**src/rtl/counter_seq_pkg.sv**
```systemverilog
// counter_seq_pkg
//   Shared definitions for the counter sequencer slice.
//   - CNT_W   : default counter / value width
//   - state_t : sequencer state encoding (also used on the debug port)
package counter_seq_pkg;

  localparam int CNT_W = 8;

  typedef enum logic [1:0] {
    ST_IDLE  = 2'b00,
    ST_LOAD  = 2'b01,
    ST_COUNT = 2'b10,
    ST_DONE  = 2'b11
  } state_t;

endpackage

```
**src/rtl/seq_counter.sv**
```systemverilog
// seq_counter
//   N-bit loadable up-counter, wraps modulo 2^N.
//   Priority: reset, then load, then count enable.
//   Ports:
//     clk      - rising-edge clock
//     reset_n  - synchronous active-low reset (clears count to 0)
//     load_en  - load data_in on the next edge
//     data_in  - load value
//     cnt_en   - increment by one on the next edge
//     count    - current counter value
module seq_counter #(
  parameter int N = 8
) (
  input  logic         clk,
  input  logic         reset_n,
  input  logic         load_en,
  input  logic [N-1:0] data_in,
  input  logic         cnt_en,
  output logic [N-1:0] count
);

  always_ff @(posedge clk) begin
    if (!reset_n) begin
      count <= '0;
    end else if (load_en) begin
      count <= data_in;
    end else if (cnt_en) begin
      count <= count + 1'b1;
    end
  end

endmodule

```
**src/rtl/counter_sequencer.sv**
```systemverilog
// counter_sequencer
//   Sequences a loadable up-counter from a captured start value to a captured
//   end value, pulses done, and optionally repeats the interval.
//   Ports:
//     clk, reset_n  - clock and synchronous active-low reset
//     start         - request a new interval (accepted only while idle)
//     start_val     - counter load value, captured on acceptance
//     end_val       - terminal count, captured on acceptance
//     auto_reload   - repeat the interval forever, captured on acceptance
//     abort         - return to idle from any busy state, no done
//     busy          - high whenever the sequencer is not idle
//     done          - one-cycle pulse while in the DONE state
//     count_out     - current counter value
//     state_dbg     - current FSM state, for observation only
//
//   Request handshake: start acts as valid and !busy as ready. A request is
//   accepted on the rising edge where start=1 and busy=0 (abort is ignored
//   while idle, so it never blocks acceptance). The requester need not hold
//   start or the value inputs after that edge; start while busy is dropped.
module counter_sequencer
  import counter_seq_pkg::*;
#(
  parameter int N = CNT_W
) (
  input  logic         clk,
  input  logic         reset_n,
  input  logic         start,
  input  logic [N-1:0] start_val,
  input  logic [N-1:0] end_val,
  input  logic         auto_reload,
  input  logic         abort,
  output logic         busy,
  output logic         done,
  output logic [N-1:0] count_out,
  output state_t       state_dbg
);

  state_t       state_q;
  state_t       state_d;
  logic [N-1:0] s_reg;
  logic [N-1:0] e_reg;
  logic         ar_reg;
  logic         load_en;
  logic         cnt_en;
  logic         at_end;

  assign at_end = (count_out == e_reg);

  // State register
  always_ff @(posedge clk) begin
    if (!reset_n) begin
      state_q <= ST_IDLE;
    end else begin
      state_q <= state_d;
    end
  end

  // Next-state logic and counter controls. Abort gates both controls so the
  // count freezes at the value it had when abort was sampled.
  always_comb begin
    state_d = state_q;
    load_en = 1'b0;
    cnt_en  = 1'b0;
    if ((state_q != ST_IDLE) && abort) begin
      state_d = ST_IDLE;
    end else begin
      case (state_q)
        ST_IDLE:  if (start) state_d = ST_LOAD;
        ST_LOAD: begin
          load_en = 1'b1;
          state_d = ST_COUNT;
        end
        ST_COUNT: begin
          if (at_end) state_d = ST_DONE;
          else        cnt_en  = 1'b1;
        end
        ST_DONE:  state_d = ar_reg ? ST_LOAD : ST_IDLE;
        default:  state_d = ST_IDLE;
      endcase
    end
  end

  // Capture registers: written only when a request is accepted, so reloads
  // reuse the original interval and abort leaves them untouched.
  always_ff @(posedge clk) begin
    if (!reset_n) begin
      s_reg  <= '0;
      e_reg  <= '0;
      ar_reg <= 1'b0;
    end else if ((state_q == ST_IDLE) && start) begin
      s_reg  <= start_val;
      e_reg  <= end_val;
      ar_reg <= auto_reload;
    end
  end

  seq_counter #(.N(N)) u_counter (
    .clk     (clk),
    .reset_n (reset_n),
    .load_en (load_en),
    .data_in (s_reg),
    .cnt_en  (cnt_en),
    .count   (count_out)
  );

  // Outputs decoded straight from the state register
  assign busy      = (state_q != ST_IDLE);
  assign done      = (state_q == ST_DONE);
  assign state_dbg = state_q;

endmodule

```
**config.mk**
```make
export PLATFORM = sky130hd
export DESIGN_NAME = counter_sequencer
export DESIGN_NICKNAME = d
export VERILOG_FILES = /design/src/rtl/counter_seq_pkg.sv /design/src/rtl/seq_counter.sv /design/src/rtl/counter_sequencer.sv
export SDC_FILE = /design/constraint.sdc
export NUM_CORES = 1
export LEC_CHECK = 0
export BUFFER_PORTS_ARGS = -buffer_cell sky130_fd_sc_hd__buf_2
export CORE_MARGIN = 2
export CORE_UTILIZATION = 40
export CTS_CLUSTER_DIAMETER = 80
export DETAILED_ROUTE_END_ITERATION = 6
export PLACE_DENSITY_LB_ADDON = 0.05
export SLEW_MARGIN = 20
export SYNTH_ARGS = -nofsm -noshare
export SYNTH_HDL_FRONTEND = slang
export SYNTH_SLANG_ARGS = --single-unit
```
**constraint.sdc**
```tcl
create_clock -name clk -period 2.29 [get_ports clk]
set_input_delay 0.3435 -clock clk [delete_from_list [all_inputs] [get_ports clk]]
set_output_delay 0.3435 -clock clk [all_outputs]
set_load 0.05 [all_outputs]
```
==> run_results.csv <==
group,metric,value,unit
run_status,status,"finished, final reports clean",
yosys,ys_seq_area_frac,0.414,
critical_path,required,2.55,ns
yosys,syn_inst,160,
die,initial_core_util,0.424,
sta,timing.setup.tns,0,ns
clocking,insertion_delay,0.32,ns
sta,rsz0062_at_grt,"false",
clocking,cts_tree,"done",
pwr,ir_drop,0.000544,V
grt,antenna_found_initial,0,
grt,grt_max_degree,19,
clocking,clkTransAtPathRegs,0.14,ns
grt,grt_usage,0.166,
drt,drt-total-wl,2.98,mm
die,die_y,61.1,um
die,row_count,20,
yosys,yosys_warnings,0,
drt,wl_met3,83,um
final_layout,syn_to_final_growth,17.3,%
place,gp_congestion,0.849,
clocking,cts_setup_buffers,0,
pwr,p_per_area,1340,mW/mm2
grt,grt_pass1_vias,957,
sta,fin_crit_sh,0.901,
yosys,synth_cell_types,26,
pwr,p_leak,0.665,nW
sta,period_minus_slack,2.06,ns
critical_path,worstPathArrival,2.33,ns
critical_path,critPathKind,"register to register",
drt,met2WireLength,1.45,mm
final_layout,final_common_cell,"nand2_1",
place,dpl.cell_count,231,
drt,wl_met1,1.43,mm
clocking,h-tree-depth,1,
drt,drt_iter0_drc,47,
clocking,root_buffer,"clkbuf_4",
sta,slew_headroom,0.574,
place,portBuffers,32,
place,dpl-instance-area,0.00151,mm2
die,die-area,0.00374,mm2
final_layout,nets,219,
drt,wire_per_inst,12.7,um
final_layout,diodes,0,
sta,setup_viol,0,
drt,first_pass_iters,4,
yosys,syn_area,0.00131,mm2
drt,ant_nets,0,
place,dp_hpwl,2.18,mm
drt,drc,0,
clocking,cts_buffers,3,
sta,hold_viol,0,
final_layout,final_cell_mix,"nand2_1, buf_2, dfxtp_1, a21oi_1, o21ai_0",
die,die_w,61.1,um
sta,skew,0.000873,ns
yosys,yosys_register_bits,27,
final_layout,drive_gt1_frac,0.215,
sta,worstMarginPinSlew,0.639,ns
die,fp.coreArea,0.00308,mm2
final_layout,layoutNonFillerInstCount,235,
drt,viasPerCell,4.98,
clocking,ctsResizeCount,0,
clocking,cts_buffer_depth,2,
yosys,avgSynthCellArea,8.16,um2
sta,report.final.slew_viol_count,0,
job,maxCapViolations,0,
drt,vias,1171,
critical_path,start_kind,"register",
worst_hold_path,hold_class,"primary input to register",
die,io_pins,33,
clocking,hold_buffers,0,
critical_path,end_kind,"register",
drt,top_layer,"met4",
grt,grt.overflow.total,0,
sta,whs,0.233,ns
pwr,power.total,0.00205,W
grt,grt_pass1_wl,4.49,mm
critical_path,critPathMaxFanout,6,
yosys,synth_nets,187,
sta,fmax,485,MHz
final_layout,finalInstanceArea,0.00153,mm2
clocking,clock-sinks,27,
## logic make-up (layout without fill, tap and decap cells)
kind of cell    Yosys count  in the layout  share of synthesized area
buf+inv                  12             43                     0.0345
fa+ha+maj                 6              6                     0.0575
simple gates             59             59                      0.212
compound gates           43             43                      0.193
flops                    27             27                      0.414
mux                       2              2                     0.0153
xor+xnor                 11             11                     0.0738
## worst paths after layout
path                              startpoint            endpoint  slack, ns  cells past startpoint
worst max register to register  state_dbg[0]  u_counter.count[6]       0.23                      7
worst max-delay path            state_dbg[0]  u_counter.count[6]       0.23                      7
worst min register to register      s_reg[0]            s_reg[0]       0.46                      2
worst min-delay path            start_val[3]            s_reg[3]       0.23                      3
## where the power goes
part	leakage (nW)	total, W	switching, W	internal (W)
sequential	0.222	0.000739	0.000137	0.000602
clock	0.0150	0.000209	0.000141	0.0000683
combinational	0.428	0.00110	0.000762	0.000342
total	0.665	0.00205	0.00104	0.00101
## layout make-up
cell class / instances / area (um2)
Fill cell: 332 / 1550
Multi-Input combinational cell: 121 / 721
Clock buffer: 4 / 26.3
Sequential cell: 27 / 541
Tap cell: 44 / 55.1
Timing Repair Buffer: 33 / 168
Inverter: 6 / 22.5
## per-layer routing
layer | up-vias | track usage
met3 | 2 | 0.0189
met1 | 528 | 0.212
met4 | 0 | 0.0652
li1 | 616 | -
met5 | - | 0
met2 | 25 | 0.284
## Yosys cell counts (all sizes together)
library cell  number  area, um2
a221oi             1       15.0
a21oi             21        105
nor2               4       15.0
a21boi             1       7.51
or3                4       25.0
and2               1       6.26
clkbuf             6       22.5
xnor2              3       26.3
nor4               2       33.8
ha                 6       75.1
nand3              6       30.0
xor2               8       70.1
o21ai             10       50.1
dfxtp             27        541
a211o              1       10.0
nand3b             1       7.51
nand2             39        146
and3               1       6.26
a211oi             4       30.0
clkinv             1       3.75
nand2b             1       6.26
a21bo              1       10.0
mux2i              2       20.0
a31oi              4       25.0
inv                5       18.8
## stage by stage
stage | utilization | setup WS (ns)
final | 0.498 | 0.227
after global routing | 0.498 | 0.0815
after CTS | 0.498 | 0.220
after detailed placement | 0.489 | 0.244
after global placement | 0.489 | 0.358
after floorplan | - | 0.0900
## worst max-delay path: stages, from the launching register on
cell	delay (ns)
dfxtp_1	0.37
inv_1	0.17
ha_1	0.23
nand2b_1	0.22
nand3_1	0.13
a211o_2	0.36
or3_1	0.35
a31oi_1	0.17
Power figures use the tool's default switching activity.
